===== src/rtl/reg_file_flags_pkg.sv =====
// rtl/reg_file_flags_pkg.sv - shared widths, zero-register index and flag bit positions
package reg_file_flags_pkg;

  localparam int DEF_DATA_W = 8;
  localparam int DEF_ADDR_W = 3;
  localparam int REG_ZERO   = 0;
  localparam int FLAG_Z     = 0;
  localparam int FLAG_C     = 1;

endpackage


===== src/rtl/reg_file_flags_flag_reg.sv =====
// rtl/reg_file_flags_flag_reg.sv - C/Z flag register with one-level shadow save/restore
module reg_file_flags_flag_reg
  import reg_file_flags_pkg::*;
(
  input  logic clk,
  input  logic rst_n,
  input  logic flag_we_z,
  input  logic flag_we_c,
  input  logic zero_in,
  input  logic carry_in_alu,
  input  logic flag_save,
  input  logic flag_restore,
  output logic carry_q,
  output logic zero_q
);

  logic [1:0] flags;
  logic [1:0] shadow;

  // Save samples the pre-edge flags, so save+restore on one edge swaps live and shadow.
  always_ff @(posedge clk or negedge rst_n) begin
    if (!rst_n) begin
      flags  <= 2'b00;
      shadow <= 2'b00;
    end else begin
      if (flag_save) shadow <= flags;
      if (flag_restore) begin
        flags <= shadow;
      end else begin
        if (flag_we_z) flags[FLAG_Z] <= zero_in;
        if (flag_we_c) flags[FLAG_C] <= carry_in_alu;
      end
    end
  end

  assign carry_q = flags[FLAG_C];
  assign zero_q  = flags[FLAG_Z];

endmodule


===== src/rtl/reg_file_flags.sv =====
// rtl/reg_file_flags.sv - 8x8 register file with write-through read ports and ALU C/Z flags
module reg_file_flags
  import reg_file_flags_pkg::*;
#(
  parameter int DATA_W = DEF_DATA_W,
  parameter int ADDR_W = DEF_ADDR_W,
  parameter int NREGS  = 1 << ADDR_W
) (
  input  logic              clk,
  input  logic              rst_n,
  input  logic [ADDR_W-1:0] ra_addr,
  input  logic [ADDR_W-1:0] rb_addr,
  output logic [DATA_W-1:0] rd_a,
  output logic [DATA_W-1:0] rd_b,
  input  logic              wr_en,
  input  logic [ADDR_W-1:0] wr_addr,
  input  logic [DATA_W-1:0] wr_data,
  input  logic              flag_we_z,
  input  logic              flag_we_c,
  input  logic              zero_in,
  input  logic              carry_in_alu,
  input  logic              flag_save,
  input  logic              flag_restore,
  output logic              carry_q,
  output logic              zero_q
);

  localparam logic [ADDR_W-1:0] ZERO_ADDR = ADDR_W'(REG_ZERO);

  logic [DATA_W-1:0] regs [NREGS];
  logic              wr_hit;

  assign wr_hit = wr_en && (wr_addr != ZERO_ADDR);

  always_ff @(posedge clk or negedge rst_n) begin
    if (!rst_n) begin
      for (int i = 0; i < NREGS; i++) regs[i] <= '0;
    end else if (wr_hit) begin
      regs[wr_addr] <= wr_data;
    end
  end

  // r0 wins over bypass, so a discarded write to r0 never leaks onto a read port.
  always_comb begin
    rd_a = regs[ra_addr];
    if (ra_addr == ZERO_ADDR)             rd_a = '0;
    else if (wr_hit && ra_addr == wr_addr) rd_a = wr_data;
  end

  always_comb begin
    rd_b = regs[rb_addr];
    if (rb_addr == ZERO_ADDR)             rd_b = '0;
    else if (wr_hit && rb_addr == wr_addr) rd_b = wr_data;
  end

  reg_file_flags_flag_reg u_flag_reg (
    .clk          (clk),
    .rst_n        (rst_n),
    .flag_we_z    (flag_we_z),
    .flag_we_c    (flag_we_c),
    .zero_in      (zero_in),
    .carry_in_alu (carry_in_alu),
    .flag_save    (flag_save),
    .flag_restore (flag_restore),
    .carry_q      (carry_q),
    .zero_q       (zero_q)
  );

endmodule


===== config.mk =====
export PLATFORM = sky130hd
export DESIGN_NAME = reg_file_flags
export DESIGN_NICKNAME = d
export VERILOG_FILES = /design/src/rtl/reg_file_flags_pkg.sv /design/src/rtl/reg_file_flags_flag_reg.sv /design/src/rtl/reg_file_flags.sv
export SDC_FILE = /design/constraint.sdc
export NUM_CORES = 1
export LEC_CHECK = 0
export ABC_CLOCK_PERIOD_IN_PS = 6500
export CAP_MARGIN = 0
export CORE_MARGIN = 2
export CORE_UTILIZATION = 55
export CTS_CLUSTER_DIAMETER = 50
export DETAILED_ROUTE_END_ITERATION = 10
export GPL_TIMING_DRIVEN = 0
export PLACE_DENSITY_LB_ADDON = 0.3
export SYNTH_ARGS = -nofsm -noshare
export SYNTH_HDL_FRONTEND = slang
export SYNTH_HIERARCHICAL = 1
export SYNTH_SLANG_ARGS = --single-unit

===== constraint.sdc =====
create_clock -name clk -period 6.5 [get_ports clk]
set_input_delay 1.95 -clock clk [delete_from_list [all_inputs] [get_ports clk]]
set_output_delay 1.95 -clock clk [all_outputs]
set_load 0.05 [all_outputs]

==> results of run 1 <==
[per-stage QoR]
stage | area, µm² | setup TNS, ps | setup slack, ps | util, % | power, µW
floorplan | 3980 | 0 | 1310 | - | 877
finish | 4740 | 0 | 47.6 | 66.4 | 1390
global placement | 4490 | -395 | -69.6 | 62.9 | 999
global route | 4740 | 0 | 4.55 | 66.4 | 1450
detailed placement | 4490 | -397 | -72.6 | 62.9 | 1020
CTS | 4710 | 0 | 4.69 | 65.9 | 1390
[path summary, 6_finish.rpt]
check | to | from
max | rd_b[2] | wr_addr[2]
min | regs[56]$_DFFE_PN0P_ | regs[56]$_DFFE_PN0P_
max reg2reg | regs[9]$_DFFE_PN0P_ | regs[9]$_DFFE_PN0P_
min reg2reg | regs[56]$_DFFE_PN0P_ | regs[56]$_DFFE_PN0P_
max in group asynchronous | regs[62]$_DFFE_PN0P_ | rst_n
min in group asynchronous | regs[61]$_DFFE_PN0P_ | rst_n
[cell usage in the layout (no fill, tap or decap), drive strengths merged, types with 3 or more instances in the layout]
cell and count:
dfrtp 68, mux2 58, mux4 32, clkdlybuf4s50 23
clkbuf 20, buf 19, mux2i 18, o21ai 18
o211a 16, dlymetal6s2s 11, nand4b 3, nand2 3
dlygate4sd2 3
[metal layers]
metal / wire [µm] / vias up / track usage, %
li1: - / 1135 / -
met1: 4080 / 1359 / 35.0
met2: 4550 / 103 / 40.1
met3: 510 / 17 / 4.43
met4: 197 / 0 / 11.5
met5: 0 / - / 0
[final cells by class]
cell class / instances / share of cell area [%]
clock inverters: 6 / 1.87
plain buffers: 28 / 4.41
multi-input cells: 166 / 44.0
well taps: 99 / 2.61
repair buffers: 38 / 8.47
clock buffers: 10 / 2.69
flip-flops and latches: 68 / 35.9
[registers in the layout, summed over array words and instances (netlist names)]
register and count:
regs 64, u_flag_reg/flags 2, u_flag_reg/shadow 2
[cell families after synthesis]
kind of cell	synth area share, %
xor gates and xnor gates	0.880
buffers and inverters	5.24
muxes	40.7
DFF	42.7
and+or+nand+nor	2.92
AOI/OAI and AO/OA	7.54
[power groups by stage]
stage	Sequential, µW	Combinational [µW]	Clock (µW)
floorplan	553	323	0
global placement	558	442	0
detailed placement	566	449	0
CTS	558	448	387
global route	571	470	407
finish	560	445	382
[timing repair]
action / CTS / global route
setup endpoints to repair: 8 / 13
resized for setup: 4 / 12
hold buffers: 0 / 0
==> run metrics, run 1 <==
area of the multi-input gates=2090 µm²; largest net degree at the start of global routing=69; status=completed; min-delay worst type=reg -> reg; placed cell count=399; number of H-tree levels=3; post-synthesis cell type count=26; first-pass GRT wire length=14,100 µm; post-synth top area cell=dfrtp_1; CP max-delay cell=clkdlybuf4s50_1; switch share=31.9%; initial antenna violation count=0; slew at the pin closest to its max-slew limit=917 ps; # Post-CTS Setup Buffers=0; synthesized cell area=3980 µm²; clock share of power=27.6%; Max Slew Vio Count=0; I/O pin count=44; fillers=529; Critical Path Max Stage Delay=810 ps; Synth Warn #=6; worst skew pair latency=350 ps; die area=7940 µm²; detailed-route vias per instance=6.30; Tmin final=6450 ps; n_diodes=0; cell family with most CP delay=buffers and inverters; Post-synth top cells=dfrtp_1, mux2_2, mux2i_1, mux4_1; CTS tree=yes; CP max FO=10; Wirelength per Cell=22.5 µm; Cells after Synth=262; Setup CP Type=in -> out; Max-cap violations=0; non-filler instance count after layout=415; FF-to-FF setup slack=5690 ps; fin crit share=99.3%; Buffers & Inverters on Critical Path=4; CTS Buf Count=9; Worst Skew=0.127 ps; gr ovfl total=0; Logic pwr share=32.0%; DR iter-0 viols=166; die height=89.1 µm; Die Span X=89.1 µm; clk sink count=68; clk slew on worst S/H paths=70 ps; final setup violation count=0; leakage=0.00220 µW; Clock Path Buffers=2; Synth Flop Type=dfrtp_1; Setup crit end kind=output port; WP depth=8; count of final hold-check violations=0; crit path DAT=4500 ps; f_max=155 MHz; vias in the first global route=2,560; r2r worst-path depth=1; top-count cell post-synth=dfrtp_1; Antenna Nets Post-Route=0; syn_area_per_cell=15.2 µm²; layout cells sized above 1=37.0%; sw power=443 µW; RD Place Congestion=0.799; row count=31; post-synthesis sequential area ratio=42.7%; total track usage=25.5%; Critical Path RT=4550 ps; crit start category=input pin; WHS=483 ps; slew margin rel.=38.5%; top post-synthesis cells by area=dfrtp_1, mux2_2, mux4_1; syn_nets=288; first-pass detailed-route iteration total=5; Synth async-reset ratio=100%; DRT Wirelength=9330 µm; Pwr per Cell Area=293 nW/µm²; Yosys reg bits=68; input/output buffers=38; Starting Density=55.8%; Post-synth EDFFs=0; Hold Path Cell Cnt=1; RSZ-0062 raised after global routing=false; Root Buffer Master=clkbuf_8; Post-DP HPWL=5880 µm; sequential power share=40.4%; Register Area=1700 µm²; post-synth top area share=42.7%; Core Region=7140 µm²; Int Pwr=944 µW; Area growth, synth to finish=19.0%; CP Cell Sequence=clkdlybuf4s50_1 -> buf_4 -> o21ba_2 -> o2111ai_2 -> or2_1 -> buf_6 -> o211a_1 -> clkdlybuf4s50_1; most used cell, CP=clkdlybuf4s50_1; DRC errors left=0; IR drop worst, VDD=0.146 mV; Nets=337; Vias=2,614
Power figures use the tool's default switching activity.
==> run 2, diff against run 1 <==
--- a/config.mk
+++ b/config.mk
@@ -7,11 +7,13 @@
 export LEC_CHECK = 0
 export ABC_CLOCK_PERIOD_IN_PS = 6500
 export CAP_MARGIN = 0
+export CORE_ASPECT_RATIO = 0.6
 export CORE_MARGIN = 2
 export CORE_UTILIZATION = 55
 export CTS_CLUSTER_DIAMETER = 50
 export DETAILED_ROUTE_END_ITERATION = 10
 export GPL_TIMING_DRIVEN = 0
+export HOLD_SLACK_MARGIN = 0.12
 export PLACE_DENSITY_LB_ADDON = 0.3
 export SYNTH_ARGS = -nofsm -noshare
 export SYNTH_HDL_FRONTEND = slang
==> run 2 against run 1 <==
Worst hold slack worse by 2.9 ps. Critical path type unchanged. Clock skew is 1.3 ps higher. Sequential power hardly changed. Via count hardly changed. Combinational power is 2% higher.
==> run metrics, run 2 (same netlist as run 1, synthesis figures left out) <==
Root Buffer Master=clkbuf_16; DRC errors left=0; Reg-to-Reg End=regs[14]$_DFFE_PN0P_; Nets=337; Critical Path RT=4550 ps; first-pass GRT wire length=15,600 µm; CP max FO=10; status=completed; Post-DP HPWL=6330 µm; Clock Path Buffers=2; DR iter-0 viols=245; input/output buffers=38; gr ovfl total=0; first-pass detailed-route iteration total=5; count of final hold-check violations=0; placed cell count=387; CP Launch Point=wr_addr[2]; final worst slack=356 ps; commonest non-fill, non-tap cell in the layout=dfrtp_1; Area growth, synth to finish=21.7%; Setup CP Type=in -> out; RSZ-0062 raised after global routing=false; CTS Buf Count=9; I/O pin count=44; Die Span X=114 µm; GRT met3 Usage=11.9%; slew margin rel.=31.4%; FF-to-FF setup slack=5720 ps; Biggest register=regs; slew at the pin closest to its max-slew limit=1020 ps; Vias=2,612; final setup violation count=0; die height=69.9 µm; total track usage=27.1%; Worst Skew=1.44 ps; most frequent cells in the layout=dfrtp_1, mux2_2, clkdlybuf4s50_1; detailed-route vias per instance=6.48; Worst setup endpoint=rd_b[1]; Max-cap violations=0; CTS Hold Bufs=0; non-filler instance count after layout=403; leakage=0.00231 µW; met1 Usage GRT=38.6%; Wirelength per Cell=24.6 µm; DRT Wirelength=9920 µm; Register Area=1700 µm²; vias in the first global route=2,701; Tmin final=6140 ps; max FFs per register=64; Starting Density=58.2%; Pwr per Cell Area=318 nW/µm²; CTS tree=yes; area of the multi-input gates=2090 µm²; clk sink count=68; f_max=163 MHz; fin crit share=94.5%; largest net degree at the start of global routing=69; r2r worst-path depth=1; Post-CTS Resized=2; row count=23; busiest grt layer=met1; initial antenna violation count=0; min-delay worst type=reg -> reg; RD Place Congestion=0.849; fillers=460; Antenna Nets Post-Route=0; worst skew pair latency=340 ps; # Post-CTS Setup Buffers=0; die area=7960 µm²; crit path DAT=4190 ps; Core Region=6850 µm²; GRT met2 Usage=38.1%; n_diodes=0; clk slew on worst S/H paths=60 ps; number of H-tree levels=3; layout cells sized above 1=37.3%; worst r2r src=regs[14]$_DFFE_PN0P_; IR drop worst, VDD=0.266 mV; crit start category=input pin; Setup Slack @ Placement=-26.6 ps; Setup crit end kind=output port; Max Slew Vio Count=0; post-route setup TNS=0 ps; Largest regs=regs (64), u_flag_reg/flags (2), u_flag_reg/shadow (2)
run 2: cell count changes in the layout (fill, tap and decap cells not counted), sizes merged:
cell | previous run | this run
clkbuf | 20 | 19
dlygate4sd2 | 3 | 0
clkdlybuf4s50 | 23 | 21
clkinvlp | 2 | 1
dlymetal6s2s | 11 | 16
inv | 0 | 2
run 2: area by class of cell:
cell class,count,share of cell area (%)
buffer,28,4.31
timing repair buffer,38,8.62
clock buffer,9,4.64
multi-input combinational,166,43.1
tap,87,2.24
clock inverter,7,2.04
sequential,68,35.1
run 2: how the worst min path moves through the flow:
stage | start | end | cells after the start
floorplan | regs[60]$_DFFE_PN0P_ | regs[60]$_DFFE_PN0P_ | 1
global placement | regs[60]$_DFFE_PN0P_ | regs[60]$_DFFE_PN0P_ | 1
detailed placement | regs[59]$_DFFE_PN0P_ | regs[59]$_DFFE_PN0P_ | 1
CTS | regs[59]$_DFFE_PN0P_ | regs[59]$_DFFE_PN0P_ | 1
global route | regs[63]$_DFFE_PN0P_ | regs[63]$_DFFE_PN0P_ | 1
finish | regs[59]$_DFFE_PN0P_ | regs[59]$_DFFE_PN0P_ | 1
run 2: routing by layer:
layer | part of all wire, % | wire, µm | vias to the layer above
li1 | - | - | 1137
met4 | 0.96 | 95 | 0
met2 | 44 | 4400 | 134
met1 | 44 | 4360 | 1329
met3 | 11 | 1070 | 12
met5 | 0 | 0 | -
run 2: critical path, stage by stage:
cell,delay (ps)
clkdlybuf4s50_1,420
buf_4,190
o21ba_2,220
o2111ai_2,470
or2_1,190
buf_6,140
o211a_1,170
dlymetal6s2s_1,420
run 2: power breakdown:
| group | internal, µW | switching (µW) | total (µW) |
|---|---|---|---|
| clock network | 338 | 190 | 528 |
| logic | 226 | 227 | 453 |
| registers | 506 | 56.5 | 562 |
run 2: metrics by stage:
stage | instance area (µm²) | hold WS (ps) | power [µW] | utilization (%)
finish | 4850 | 480 | 1540 | 70.8
floorplan | 3980 | 436 | 877 | -
global placement | 4470 | 447 | 1000 | 65.3
CTS | 4810 | 478 | 1560 | 70.2
detailed placement | 4470 | 465 | 1020 | 65.3
global route | 4850 | 505 | 1610 | 70.8
==> run 3, diff against run 2 <==
--- a/config.mk
+++ b/config.mk
@@ -5,11 +5,11 @@
 export SDC_FILE = /design/constraint.sdc
 export NUM_CORES = 1
 export LEC_CHECK = 0
-export ABC_CLOCK_PERIOD_IN_PS = 6500
+export ABC_CLOCK_PERIOD_IN_PS = 5100
 export CAP_MARGIN = 0
 export CORE_ASPECT_RATIO = 0.6
 export CORE_MARGIN = 2
-export CORE_UTILIZATION = 55
+export CORE_UTILIZATION = 51
 export CTS_CLUSTER_DIAMETER = 50
 export DETAILED_ROUTE_END_ITERATION = 10
 export GPL_TIMING_DRIVEN = 0
==> constraint.sdc (replaced) <==
create_clock -name clk -period 5.1 [get_ports clk]
set_input_delay 1.53 -clock clk [delete_from_list [all_inputs] [get_ports clk]]
set_output_delay 1.53 -clock clk [all_outputs]
set_load 0.05 [all_outputs]
==> run 3 against run 2 <==
Non-clock buffer count grew 1. Design area shrank 0.54%. Core utilization fell by 5.8 points. Sequential cell count unchanged. Sequential power up 28%. Clock skew up 1.6 ps. Wire length increased by 2.3%.
==> run metrics, run 3 (same netlist as run 1, synthesis figures left out) <==
status=completed; Logic pwr share=28.0%; Core Region=7420 µm²; switch share=30.7%; WL met2=4580 µm; RD Place Congestion=0.799; Setup CP Type=in -> out; Worst Skew=3.06 ps; Nets=338; IR drop worst, VDD=0.309 mV; layout cells sized above 1=43.2%; CP max FO=10; DRT Wirelength=10,100 µm; fillers=572; RSZ-0062 raised after global routing=false; first-pass GRT wire length=15,600 µm; sw power=603 µW; DP Area=4490 µm²; sequential power share=36.6%; Wirelength per Cell=24.1 µm; Highest Signal Layer=met4; clock share of power=35.4%; min-delay worst type=reg -> reg; Die Span X=118 µm; die height=72.5 µm; f_max=198 MHz; Clock Path Buffers=2; Int Pwr=1360 µW; CTS Hold Bufs=0; detailed-route vias per instance=6.44; vias in the first global route=2,777; I/O pin count=44; initial antenna violation count=0; commonest non-fill, non-tap cell in the layout=dfrtp_1; largest net degree at the start of global routing=69; Setup crit end kind=output port; gr ovfl total=0; number of H-tree levels=3; WHS=475 ps; slew at the pin closest to its max-slew limit=989 ps; Antenna Nets Post-Route=0; M1 WL=4310 µm; input/output buffers=38; n_diodes=0; slew margin rel.=33.7%; die area=8560 µm²; first-pass detailed-route iteration total=4; Starting Density=53.7%; Post-DP HPWL=6470 µm; wire length on met3=1060 µm; DRC errors left=0; total track usage=25.5%; Biggest register=regs; max FFs per register=64; CTS tree=yes; DR iter-0 viols=191; clk sink count=68; CTS Buf Count=9; leakage=0.00214 µW; fin crit share=99.2%; final setup violation count=0; placed cell count=404; Critical Path RT=3570 ps; worst skew pair latency=340 ps; count of final hold-check violations=0; Area growth, synth to finish=21.1%; Tmin final=5060 ps; clk slew on worst S/H paths=60 ps; Pwr per Cell Area=408 nW/µm²; Root Buffer Master=clkbuf_16; Max-cap violations=0; row count=24; Vias=2,713; most frequent cells in the layout=dfrtp_1, mux2_2, clkdlybuf4s50_1; Largest regs=regs (64), u_flag_reg/flags (2), u_flag_reg/shadow (2); crit path DAT=3530 ps; Max Slew Vio Count=0; non-filler instance count after layout=421; crit start category=input pin; Register Area=1700 µm²; Final Instance Area=4820 µm²; area of the multi-input gates=2140 µm²; Power Total=1970 µW
[run 3: cell count changes in the layout (fill, tap and decap cells not counted), sizes merged]
cell	change
clkinvlp	+1
clkbuf	+2
inv	-2
clkinv	-1
dlymetal6s2s	-16
buf	+17
[run 3: per-layer routing]
metal	GRT usage, %	vias to the layer above
li1	-	1145
met1	35.1	1418
met2	37.4	126
met3	9.43	24
met4	9.64	0
met5	0	-
[run 3: through the flow]
stage | setup TNS [ps] | utilization, % | setup WS [ps]
2_1_floorplan | 0 | - | 753
3_3_place_gp | -9780 | 60.6 | -675
3_5_place_dp | -10220 | 60.6 | -705
4_1_cts | 0 | 65.3 | 47.5
5_1_grt | 0 | 65.0 | 1.24
6_report | 0 | 65.0 | 39.0
[run 3: worst paths after layout]
| check | from | slack, ps | end | cells after the start |
|---|---|---|---|---|
| max | wr_addr[1] | 40 | rd_a[4] | 8 |
| min in group asynchronous | rst_n | 1290 | regs[61]$_DFFE_PN0P_ | 1 |
| max in group asynchronous | rst_n | 3240 | regs[58]$_DFFE_PN0P_ | 1 |
| max reg2reg | regs[10]$_DFFE_PN0P_ | 4300 | regs[10]$_DFFE_PN0P_ | 1 |
| min reg2reg | regs[57]$_DFFE_PN0P_ | 470 | regs[57]$_DFFE_PN0P_ | 1 |
| min | regs[57]$_DFFE_PN0P_ | 470 | regs[57]$_DFFE_PN0P_ | 1 |
[run 3: cell type report]
type / count / area share [%]
clock buffers: 11 / 5.24
well taps: 104 / 2.70
flip-flops and latches: 68 / 35.3
plain buffers: 28 / 4.41
multi-input cells: 166 / 44.3
clock inverters: 5 / 1.74
repair buffers: 39 / 6.33
[run 3: worst max-delay path, stage by stage]
cell and delay (ps):
clkdlybuf4s50_1 520, buf_6 180, xnor2_2 140, o2111ai_4 250
or2_1 270, buf_4 180, o211a_1 230, buf_2 210
[run 3: power by group through the flow]
stage          Sequential [µW]  Clock, µW  Combinational, µW
6_report                   720        696                550
4_1_cts                    717        709                558
2_1_floorplan              705          0                412
3_5_place_dp               726          0                573
3_3_place_gp               717          0                561
5_1_grt                    733        730                584
[run 3: what timing repair did]
item | 4_1_cts | 5_1_grt
gates resized for setup | 74 | 14
pin swaps | 1 | 1
cloned | 0 | 0
setup endpoints to repair | 16 | 14
buffers inserted | 1 | 0
hold endpoints to repair | 0 | 0
